[config.mk]
export PLATFORM = sky130hd
export DESIGN_NAME = fp16_to_int16_converter
export DESIGN_NICKNAME = d
export VERILOG_FILES = /design/src/rtl/fp16_to_int16_converter_pkg.sv /design/src/rtl/fp16_classify.sv /design/src/rtl/fp16_to_int16_converter.sv
export SDC_FILE = /design/constraint.sdc
export NUM_CORES = 1
export LEC_CHECK = 0
export CORE_AREA = 2 2 86 88
export CTS_CLUSTER_SIZE = 40
export DETAILED_ROUTE_END_ITERATION = 10
export DIE_AREA = 0 0 88 90
export PLACE_DENSITY = 0.77
export SLEW_MARGIN = 5
export SYNTH_ARGS = -nofsm -noshare
export SYNTH_HDL_FRONTEND = slang
export SYNTH_SLANG_ARGS = --single-unit
[constraint.sdc]
create_clock -name clk -period 4.6 [get_ports clk]
set_input_delay 0.92 -clock clk [delete_from_list [all_inputs] [get_ports clk]]
set_output_delay 0.92 -clock clk [all_outputs]
set_load 0.03 [all_outputs]
[src/rtl/fp16_to_int16_converter_pkg.sv]
// ---------------------------------------------------------------------------
// fp16_to_int16_converter_pkg
// Shared definitions for the FP16 -> INT16 converter and its classifier:
//   - FP16 field positions, exponent bias, all-ones exponent
//   - converter FSM state encoding
//   - INT16 special result codes
//   - special_result(): result word for NaN / Inf / out-of-range operands
// Build option: define FP2INT_SATURATE_EN to saturate out-of-range results
// (+ -> 16'h7FFF, - -> 16'h8000, NaN -> 16'h0000). Without it every
// out-of-range, Inf or NaN operand returns the integer indefinite 16'h8000.
// ---------------------------------------------------------------------------
package fp16_to_int16_converter_pkg;

   localparam int FP16_SIGN_POS = 15;
   localparam int FP16_EXP_MSB  = 14;
   localparam int FP16_EXP_LSB  = 10;
   localparam int FP16_MANT_MSB = 9;
   localparam int FP16_MANT_W   = 10;
   localparam int FP16_BIAS     = 15;

   localparam logic [4:0] FP16_EXP_MAX = 5'h1F;

   // Exponent at which {hidden, mant} already equals the integer value
   localparam logic [4:0] EXP_UNITY_SHIFT = 5'(FP16_BIAS + FP16_MANT_W);
   // Smallest exponent whose magnitude can no longer fit a positive int16
   localparam logic [4:0] EXP_INT_OVF     = 5'd30;

   // The single exp==30 operand that is representable: -32768
   localparam logic [15:0] FP16_NEG_32768   = 16'hF800;

   localparam logic [15:0] INT16_INDEFINITE = 16'h8000;
   localparam logic [15:0] INT16_MAX        = 16'h7FFF;
   localparam logic [15:0] INT16_MIN        = 16'h8000;
   localparam logic [15:0] INT16_ZERO       = 16'h0000;

`ifdef FP2INT_SATURATE_EN
   localparam logic SATURATE_EN = 1'b1;
`else
   localparam logic SATURATE_EN = 1'b0;
`endif

   typedef enum logic [1:0] {
      ST_IDLE  = 2'd0,
      ST_SHIFT = 2'd1,
      ST_ROUND = 2'd2,
      ST_DONE  = 2'd3
   } state_t;

   // Result word for NaN, Inf and out-of-range operands
   function automatic logic [15:0] special_result(input logic sign, input logic is_nan);
      logic [15:0] res;
      if (SATURATE_EN) begin
         if (is_nan) begin
            res = INT16_ZERO;
         end else if (sign) begin
            res = INT16_MIN;
         end else begin
            res = INT16_MAX;
         end
      end else begin
         res = INT16_INDEFINITE;
      end
      return res;
   endfunction

endpackage

[src/rtl/fp16_classify.sv]
// ---------------------------------------------------------------------------
// fp16_classify
// Purely combinational FP16 operand classifier, shared with the FP16
// add/sub special-case logic.
// Ports:
//   x        in  16  FP16 operand {sign, exp[4:0], mant[9:0]}
//   is_neg   out 1   sign bit set
//   is_zero  out 1   +/-0
//   is_sub   out 1   subnormal (exp==0, mant!=0)
//   is_inf   out 1   +/-Inf
//   is_nan   out 1   any NaN
// ---------------------------------------------------------------------------
module fp16_classify
   import fp16_to_int16_converter_pkg::*;
(
   input  logic [15:0] x,
   output logic        is_neg,
   output logic        is_zero,
   output logic        is_sub,
   output logic        is_inf,
   output logic        is_nan
);

   logic [4:0] exp_s;
   logic       mant_nz_s;

   assign exp_s     = x[FP16_EXP_MSB:FP16_EXP_LSB];
   assign mant_nz_s = |x[FP16_MANT_MSB:0];

   assign is_neg  = x[FP16_SIGN_POS];
   assign is_zero = (exp_s == 5'd0) && !mant_nz_s;
   assign is_sub  = (exp_s == 5'd0) &&  mant_nz_s;
   assign is_inf  = (exp_s == FP16_EXP_MAX) && !mant_nz_s;
   assign is_nan  = (exp_s == FP16_EXP_MAX) &&  mant_nz_s;

endmodule

[src/rtl/fp16_to_int16_converter.sv]
// ---------------------------------------------------------------------------
// fp16_to_int16_converter
// Iterative FP16 -> signed INT16 converter, one operand in flight, one
// shift step per cycle, valid/ready on both sides.
// Ports:
//   clk, rst_n            clock (rising edge), async active-low reset
//   in_valid / in_ready   operand handshake; in_ready high only in IDLE
//   x, round_mode         FP16 operand; 0 = truncate, 1 = nearest-even
//   out_valid / out_ready result handshake; result held until taken
//   r                     signed integer result
//   invalid               operand was NaN
//   overflow              operand was Inf or outside [-32768, 32767]
//   inexact               fractional bits discarded on the finite path
// Parameter:
//   MAX_RSHIFT            clamp on right-shift count
// Build option: FP2INT_SATURATE_EN selects saturating special results.
// ---------------------------------------------------------------------------
module fp16_to_int16_converter
   import fp16_to_int16_converter_pkg::*;
#(
   parameter int MAX_RSHIFT = 12
)
(
   input  logic        clk,
   input  logic        rst_n,
   input  logic        in_valid,
   output logic        in_ready,
   input  logic [15:0] x,
   input  logic        round_mode,
   output logic        out_valid,
   input  logic        out_ready,
   output logic [15:0] r,
   output logic        invalid,
   output logic        overflow,
   output logic        inexact
);

   localparam logic [4:0] MAX_RSHIFT_C = 5'(MAX_RSHIFT);

   logic [4:0]  exp_s;
   logic [9:0]  mant_s;
   logic        is_neg_s, is_zero_s, is_sub_s, is_inf_s, is_nan_s;

   logic [15:0] acc_mag_s;
   logic [4:0]  acc_cnt_s;
   logic [4:0]  rshift_s;
   logic        acc_dir_right_s;
   logic        acc_special_s;
   logic [15:0] acc_res_s;
   logic        acc_ovf_s;
   logic        acc_inv_s;

   logic        inc_s;
   logic [15:0] mag_rnd_s;
   logic [15:0] round_res_s;

   state_t      state_r;
   logic [15:0] mag_r;
   logic [4:0]  cnt_r;
   logic        dir_right_r;
   logic        guard_r;
   logic        sticky_r;
   logic        sign_r;
   logic        rm_r;
   logic        special_r;
   logic [15:0] spec_res_r;
   logic        spec_ovf_r;
   logic        spec_inv_r;
   logic        out_valid_r;
   logic [15:0] result_r;
   logic        invalid_r;
   logic        overflow_r;
   logic        inexact_r;

   assign exp_s  = x[FP16_EXP_MSB:FP16_EXP_LSB];
   assign mant_s = x[FP16_MANT_MSB:0];

   fp16_classify u_classify (
      .x       (x),
      .is_neg  (is_neg_s),
      .is_zero (is_zero_s),
      .is_sub  (is_sub_s),
      .is_inf  (is_inf_s),
      .is_nan  (is_nan_s)
   );

   // Hidden bit is present for every exponent except zero
   assign acc_mag_s = {5'd0, ~(is_zero_s | is_sub_s), mant_s};
   assign rshift_s  = EXP_UNITY_SHIFT - exp_s;

   // Decode the operand at accept: shift direction/count or a special result
   always_comb begin
      acc_cnt_s       = 5'd0;
      acc_dir_right_s = 1'b1;
      acc_special_s   = 1'b0;
      acc_res_s       = INT16_ZERO;
      acc_ovf_s       = 1'b0;
      acc_inv_s       = 1'b0;
      if (is_nan_s) begin
         acc_special_s = 1'b1;
         acc_inv_s     = 1'b1;
         acc_res_s     = special_result(is_neg_s, 1'b1);
      end else if (is_inf_s) begin
         acc_special_s = 1'b1;
         acc_ovf_s     = 1'b1;
         acc_res_s     = special_result(is_neg_s, 1'b0);
      end else if (exp_s == EXP_INT_OVF) begin
         acc_special_s = 1'b1;
         if (x == FP16_NEG_32768) begin
            acc_res_s = INT16_MIN;
         end else begin
            acc_ovf_s = 1'b1;
            acc_res_s = special_result(is_neg_s, 1'b0);
         end
      end else if (exp_s >= EXP_UNITY_SHIFT) begin
         acc_dir_right_s = 1'b0;
         acc_cnt_s       = exp_s - EXP_UNITY_SHIFT;
      end else begin
         // exp==0 also lands here with a deficit of 25, always clamped
         if (rshift_s > MAX_RSHIFT_C) begin
            acc_cnt_s = MAX_RSHIFT_C;
         end else begin
            acc_cnt_s = rshift_s;
         end
      end
   end

   // Round-to-nearest-even increment and sign application
   always_comb begin
      inc_s       = rm_r & guard_r & (sticky_r | mag_r[0]);
      mag_rnd_s   = mag_r + {15'd0, inc_s};
      if (sign_r) begin
         round_res_s = 16'd0 - mag_rnd_s;
      end else begin
         round_res_s = mag_rnd_s;
      end
   end

   // Converter FSM: accept, shift one bit per cycle, round, hold result
   always_ff @(posedge clk or negedge rst_n) begin
      if (!rst_n) begin
         state_r     <= ST_IDLE;
         mag_r       <= 16'd0;
         cnt_r       <= 5'd0;
         dir_right_r <= 1'b1;
         guard_r     <= 1'b0;
         sticky_r    <= 1'b0;
         sign_r      <= 1'b0;
         rm_r        <= 1'b0;
         special_r   <= 1'b0;
         spec_res_r  <= 16'd0;
         spec_ovf_r  <= 1'b0;
         spec_inv_r  <= 1'b0;
         out_valid_r <= 1'b0;
         result_r    <= 16'd0;
         invalid_r   <= 1'b0;
         overflow_r  <= 1'b0;
         inexact_r   <= 1'b0;
      end else begin
         case (state_r)
            ST_IDLE: begin
               if (in_valid) begin
                  mag_r       <= acc_mag_s;
                  cnt_r       <= acc_cnt_s;
                  dir_right_r <= acc_dir_right_s;
                  guard_r     <= 1'b0;
                  sticky_r    <= 1'b0;
                  sign_r      <= is_neg_s;
                  rm_r        <= round_mode;
                  special_r   <= acc_special_s;
                  spec_res_r  <= acc_res_s;
                  spec_ovf_r  <= acc_ovf_s;
                  spec_inv_r  <= acc_inv_s;
                  // Specials skip SHIFT so the result appears one edge after accept
                  state_r     <= acc_special_s ? ST_ROUND : ST_SHIFT;
               end
            end
            ST_SHIFT: begin
               if (cnt_r == 5'd0) begin
                  state_r <= ST_ROUND;
               end else begin
                  cnt_r <= cnt_r - 5'd1;
                  if (dir_right_r) begin
                     mag_r    <= {1'b0, mag_r[15:1]};
                     guard_r  <= mag_r[0];
                     sticky_r <= sticky_r | guard_r;
                  end else begin
                     mag_r <= {mag_r[14:0], 1'b0};
                  end
               end
            end
            ST_ROUND: begin
               if (special_r) begin
                  result_r   <= spec_res_r;
                  overflow_r <= spec_ovf_r;
                  invalid_r  <= spec_inv_r;
                  inexact_r  <= 1'b0;
               end else begin
                  result_r   <= round_res_s;
                  overflow_r <= 1'b0;
                  invalid_r  <= 1'b0;
                  inexact_r  <= guard_r | sticky_r;
               end
               out_valid_r <= 1'b1;
               state_r     <= ST_DONE;
            end
            ST_DONE: begin
               if (out_ready) begin
                  out_valid_r <= 1'b0;
                  state_r     <= ST_IDLE;
               end
            end
            default: begin
               out_valid_r <= 1'b0;
               state_r     <= ST_IDLE;
            end
         endcase
      end
   end

   assign in_ready  = (state_r == ST_IDLE);
   assign out_valid = out_valid_r;
   assign r         = result_r;
   assign invalid   = invalid_r;
   assign overflow  = overflow_r;
   assign inexact   = inexact_r;

endmodule

Word-level counts from Yosys, hierarchy flattened
Cells that the tools add are included.

Word-level logic and storage cells: 103. Register bits after elaboration: 67.

Bitwise operators: 6. Reduce and logical (&&, ||, !) cells: 16. Add/subtract/negate cells: 5. Order comparisons: 2. Eq/ne operators: 11. Mux-type cells: 46.

Operators by type and width (count): $mux 16 (8); $mux 5 (7); $pmux 16 s2 (1); $mux 1 (21); $add 16x1->16 (1); $eq 16x16->1 const B (1); $sub 1x16->16 const A (1); $eq 5x5->1 const B (2); $logic_not 5->1 (2); $ne 2x2->1 const B (5); $pmux 5 s2 (1); $reduce_or 10->1 (1); $mux 2 (4); $pmux 2 s4 (1); $pmux 1 s2 (3); $reduce_and 3->1 (2); $ge 5x5->1 const B (1); $gt 5x4->1 const B (1); $sub 5x1->5 const B (1); $sub 5x5->5 const A (1); $sub 5x5->5 const B (1); $eq 2x2->1 const B (2); $logic_and 1x1->1 (4); $reduce_and 2->1 (2); 8 further kinds (12).

Depth between registers and ports, before layout
Depth after elaboration: 9. Mapped depth: 12.

Cells and area by module
A second synthesis with hierarchy kept.

Cells, all modules: 423. Area, all modules: 3594.7 um^2.

By module, submodules not included: fp16_to_int16_converter (cells each 407, area each 3509.6 um^2, instances 1, sequential area each 1277.5 um^2); fp16_classify (cells each 16, area each 85.1 um^2, instances 1, sequential area each 0.0 um^2).

Least setup slack after synthesis
OpenSTA, ideal clock, no wires.

Kind: register -> register. Start: register mag_r[0]. End: register result_r[15] (netlist: r[15]). Stages on the path, launching flop included: 13. Period minus slack after synthesis: 2719 ps. Path slack: 1881 ps. Path buffers: 3. Arrival time: 2608 ps. Required time: 4489 ps. Setup time: 111 ps. Path through: dfrtp_1 -> o211a_1 -> ha_1 -> ha_1 -> buf_2 -> and4_1 -> buf_6 -> and3_1 -> buf_4 -> mux2i_1 -> o31ai_2 -> a311oi_1 -> a2111oi_2.

Cells in the longest elaborated chain, start to end: 6.

Ends and longest elaborated chain: start, declared (RTL line fp16_to_int16_converter.sv:58) `logic [15:0] mag_r;`; start signal, assigned (RTL line fp16_to_int16_converter.sv:163) `mag_r <= acc_mag_s;`; start signal, assigned (RTL line fp16_to_int16_converter.sv:184) `mag_r <= {1'b0, mag_r[15:1]};`; start signal, assigned (RTL line fp16_to_int16_converter.sv:188) `mag_r <= {mag_r[14:0], 1'b0};`; $or 1x1->1 (RTL line fp16_to_int16_converter.sv:130) `inc_s = rm_r & guard_r & (sticky_r | mag_r[0]);`; $and 1x1->1 (RTL line fp16_to_int16_converter.sv:130); $add 16x1->16 (*) (RTL line fp16_to_int16_converter.sv:131) `mag_rnd_s = mag_r + {15'd0, inc_s};`; $sub 1x16->16 (RTL line fp16_to_int16_converter.sv:133) `round_res_s = 16'd0 - mag_rnd_s;`; $mux 16 (*) (RTL line fp16_to_int16_converter.sv:132) `if (sign_r) begin`; $mux 16 (*) (RTL line fp16_to_int16_converter.sv:193) `if (special_r) begin`; end signal, assigned (RTL line fp16_to_int16_converter.sv:194) `result_r <= spec_res_r;`; end signal, assigned (RTL line fp16_to_int16_converter.sv:199) `result_r <= round_res_s;`; end, declared (RTL line fp16_to_int16_converter.sv:70) `logic [15:0] result_r;`.

Every way passes the cells marked *; elsewhere a longest branch is shown, timed or not. A chain may end at the register's enable or synchronous reset.

Final worst setup path
Start: register guard_r. End: register result_r[15] (netlist: r[15]).

Cells in the longest elaborated chain, start to end: 6.

Ends and longest elaborated chain: start, declared (RTL line fp16_to_int16_converter.sv:61) `logic guard_r;`; start signal, assigned (RTL line fp16_to_int16_converter.sv:185) `guard_r <= mag_r[0];`; $and 1x1->1 (*) (2 in a row) (RTL line fp16_to_int16_converter.sv:130); $add 16x1->16 (*) (RTL line fp16_to_int16_converter.sv:131); $sub 1x16->16 (RTL line fp16_to_int16_converter.sv:133); $mux 16 (*) (RTL line fp16_to_int16_converter.sv:132); $mux 16 (*) (RTL line fp16_to_int16_converter.sv:193).

Marked as above.

==> run_results.csv <==
group,metric,value,unit
sta,slew_violations,0,
clock_network,postCtsSetupBuffers,0,
clock_network,clockRootBuffer,"clkbuf_8",
synth,synth_seq_cells,51,
pwr,swShare,47.8,%
pwr,power.internal,0.00144,W
synth,synth.net_count,474,
pwr,power.clock.fraction,10.0,%
sta,fin_skew,0.00626,ns
clock_network,path_clk_slew,0.10,ns
cells_and_area,stdcell_area,4230,sq um
die,coreArea,7020,sq um
sta,fin_setup_tns,0,ns
pwr,p_sw,0.00132,W
die,pin_count,42,
synth,synthCells,436,
global_route,grt_pass1_wl,13700,microns
clock_network,cts_tree,"built",
die,die_w,88,microns
route,drc,0,
cells_and_area,stdcell_count,551,
die,start_util,53.4,%
die,std_cell_rows,31,
clock_network,cts_buffers,5,
route,routed_via_density,5.71,
worst_setup_path,slowest_delay,0.45,ns
synth,synth_area_leader_cell,"dfrtp_1",
clock_network,cts_max_level,2,
synth,synthTopCellsByArea,"dfrtp_1, nand2_1, ha_1",
sta,min_period_over_period,64.1,%
sta,hold_viol,0,
pwr,p_per_area,652,nW/um^2
sta,relSlewSlack,45.4,%
pwr,p_leak,1.74,nW
route,num_vias,3148,
clock_network,insertion_delay,0.31,ns
min_path,hold_class,"flip-flop to flip-flop",
cells_and_area,syn2layout_area_growth,12.8,%
pwr,pwr-share-seq,33.8,%
worst_setup_path,worstSetupPathType,"flip-flop to flip-flop",
global_route,grt_max_degree,52,
cells_and_area,drive_above_1_share,6.86,%
sta,rsz0062_at_grt,"false",
worst_setup_path,worstPathArrival,3.15,ns
route,wirelength,8100,microns
die,dieArea,7920,sq um
global_route,grt_overflow,0,
placed_design,gp_congestion,0.866,
synth,synth.mux.area_fraction,6.18,%
placed_design,hpwl,5990,microns
sta,period_needed,2.95,ns
run,cap_violations,0,
cells_and_area,antenna_cells,0,
cells_and_area,nets,489,
placed_design,dp_cells,543,
sta,worst_pin_slew,0.812,ns
worst_setup_path,path_cells,"o211a_1 > ha_1 > ha_1 > and4_1 > nand4_4 > mux2i_2 > nor3_4 > a311oi_1 > a2111oi_2",
global_route,grt_usage,21.1,%
synth,synth_top_family_by_area,"simple AND/OR/NAND/NOR gates",
synth,yosys.cell_types.count,64,
placed_design,port-buffer-count,41,
synth,yosys.area_share.simple,21.3,%
synth,avgSynthCellArea,8.59,sq um
clock_network,clock-sinks,51,
worst_setup_path,critPathRequiredTime,4.80,ns
synth,synth_flop_cell,"dfrtp_1",
synth,synth_area,3750,sq um
pwr,comb_power_share,56.1,%
clock_network,cts.repair.resized,0,
synth,synth_edf_count,0,
synth,ys_warn_count,0,
status,status,"completed",
synth,synth_common_cells,"nand2_1, dfrtp_1, o21ai_0, nor2_1, inv_1",
synth,synth_compound_area_share,20.3,%
route,dr.pass1.iters,4,
die,dieHeight,90,microns
global_route,grt_pass1_vias,2971,
worst_setup_path,start_kind,"flip-flop",
clock_network,postCtsHoldBufs,0,
sta,final-setup-viol-count,0,
synth,synth_most_common_cell,"nand2_1",
synth,synth_xor_area_share,5.84,%
worst_setup_path,end_kind,"flip-flop",
synth,async_flop_share,100,%
worst_setup_path,cpMostUsedCell,"ha_1",
synth,synth_fa_ha_area_share,5.68,%
placed_design,dpl-instance-area,4130,sq um
sta,clock.fmax,339,MHz
route,drt_iter0_drc,255,
worst_setup_path,path_max_fanout,8,
pwr,power.total,0.00275,W
clock_network,clock_path_buffers,2,
worst_setup_path,cp_slowest_cell,"dfrtp_1",
route,ant_nets,0,
route,wire_per_inst,14.7,microns
global_route,antenna_found_initial,0,
synth,netlist.area_leader.share,33.4,%
synth,seq_area_frac_synth,34.1,%
pwr,peakVddDrop,0.215,mV
==> worst paths after layout <==
path | start | endpoint | slack (ns) | cells past startpoint
max | guard_r$_DFFE_PN0P_ | r[15]$_DFFE_PN0P_ | 1.65 | 9
min | r[1]$_DFFE_PN0P_ | r[1]$_DFFE_PN0P_ | 0.49 | 1
max reg2reg | guard_r$_DFFE_PN0P_ | r[15]$_DFFE_PN0P_ | 1.65 | 9
min reg2reg | r[1]$_DFFE_PN0P_ | r[1]$_DFFE_PN0P_ | 0.49 | 1
max in group asynchronous | rst_n | spec_ovf_r$_DFFE_PN0P_ | 3.46 | 2
min in group asynchronous | rst_n | r[3]$_DFFE_PN0P_ | 0.72 | 2
==> cells in the final DEF, fill, tap and decap left out, types with 3 or more instances in the layout <==
| cell type | count |
|---|---|
| nand2_1 | 61 |
| dfrtp_1 | 50 |
| clkdlybuf4s50_1 | 40 |
| o21ai_0 | 37 |
| nor2_1 | 22 |
| inv_1 | 21 |
| xnor2_1 | 19 |
| nand3_1 | 18 |
| ha_1 | 17 |
| mux2i_1 | 15 |
| nand4_1 | 10 |
| a22o_1 | 9 |
| a21oi_1 | 8 |
| nor3_1 | 7 |
| or3_1 | 7 |
| nand2b_1 | 6 |
| mux2_2 | 6 |
| xor2_1 | 6 |
| nor4_1 | 6 |
| clkbuf_8 | 6 |
| o31ai_1 | 5 |
| a22oi_1 | 5 |
| o211ai_1 | 4 |
| o22ai_1 | 4 |
| nor2b_1 | 3 |
| a221oi_1 | 3 |
| a221o_1 | 3 |
| and4_1 | 3 |
| and2_1 | 3 |
| a211o_1 | 3 |
| buf_4 | 3 |
==> cell type report <==
cell class                      instances  area (sq um)
Clock buffer                            7          86.3
Inverter                               21          78.8
Fill cell                             625          2790
Tap cell                               99           124
Timing Repair Buffer                   44           428
Sequential cell                        51          1280
Multi-Input combinational cell        328          2220
Clock inverter                          1          8.76
==> flip-flops by register name, indices dropped and copies added, names as in the netlist <==
signal and count:
cnt_r 5, dir_right_r 1, guard_r 1, inexact 1, invalid 1, mag_r 16, out_valid 1, overflow 1
r 16, rm_r 1, sign_r 1, spec_inv_r 1, spec_ovf_r 1, spec_res_r 1, state_r 2, sticky_r 1
==> layer usage <==
metal / GRT usage, % / up-vias / part of all wire, %
met5: 0 / - / 0
met4: 5.64 / 0 / 1.5
met2: 34.6 / 58 / 48
met3: 3.12 / 8 / 3.1
li1: - / 1589 / -
met1: 28.8 / 1493 / 47
==> through the flow <==
stage,worst slack (ns),utilization [%],hold slack (ns)
after global placement,1.64,58.8,0.466
after detailed placement,1.53,58.8,0.474
final,1.65,60.2,0.491
after CTS,1.65,60.2,0.497
after floorplan,1.88,-,0.450
after global routing,1.39,60.2,0.524
==> worst max-delay path, delay by kind of cell (launching register included) <==
family | cells | cell delay [ns]
AOI/OAI and AO/OA | 3 | 0.68
adders and majority gates | 2 | 0.58
DFF | 1 | 0.45
muxes | 1 | 0.24
and+or+nand+nor | 3 | 0.88
==> kinds of logic (layout without fill, tap and decap cells) <==
group / after synthesis / in the layout
AND/OR/NAND/NOR: 158 / 158
AO/OA/AOI/OAI: 106 / 106
buffers and inverters: 57 / 73
flip-flops: 51 / 51
XOR/XNOR: 25 / 25
multiplexers: 22 / 22
adder cells (fa/ha/maj): 17 / 17
==> power by group through the flow <==
| stage | logic, W | clock network [W] | registers [W] |
|---|---|---|---|
| after floorplan | 0.00119 | 0 | 0.000891 |
| after global placement | 0.00151 | 0 | 0.000931 |
| after detailed placement | 0.00154 | 0 | 0.000939 |
| after CTS | 0.00155 | 0.000284 | 0.000930 |
| after global routing | 0.00173 | 0.000297 | 0.000969 |
| final | 0.00155 | 0.000277 | 0.000931 |
No activity file was read; power rests on OpenSTA's default activity.
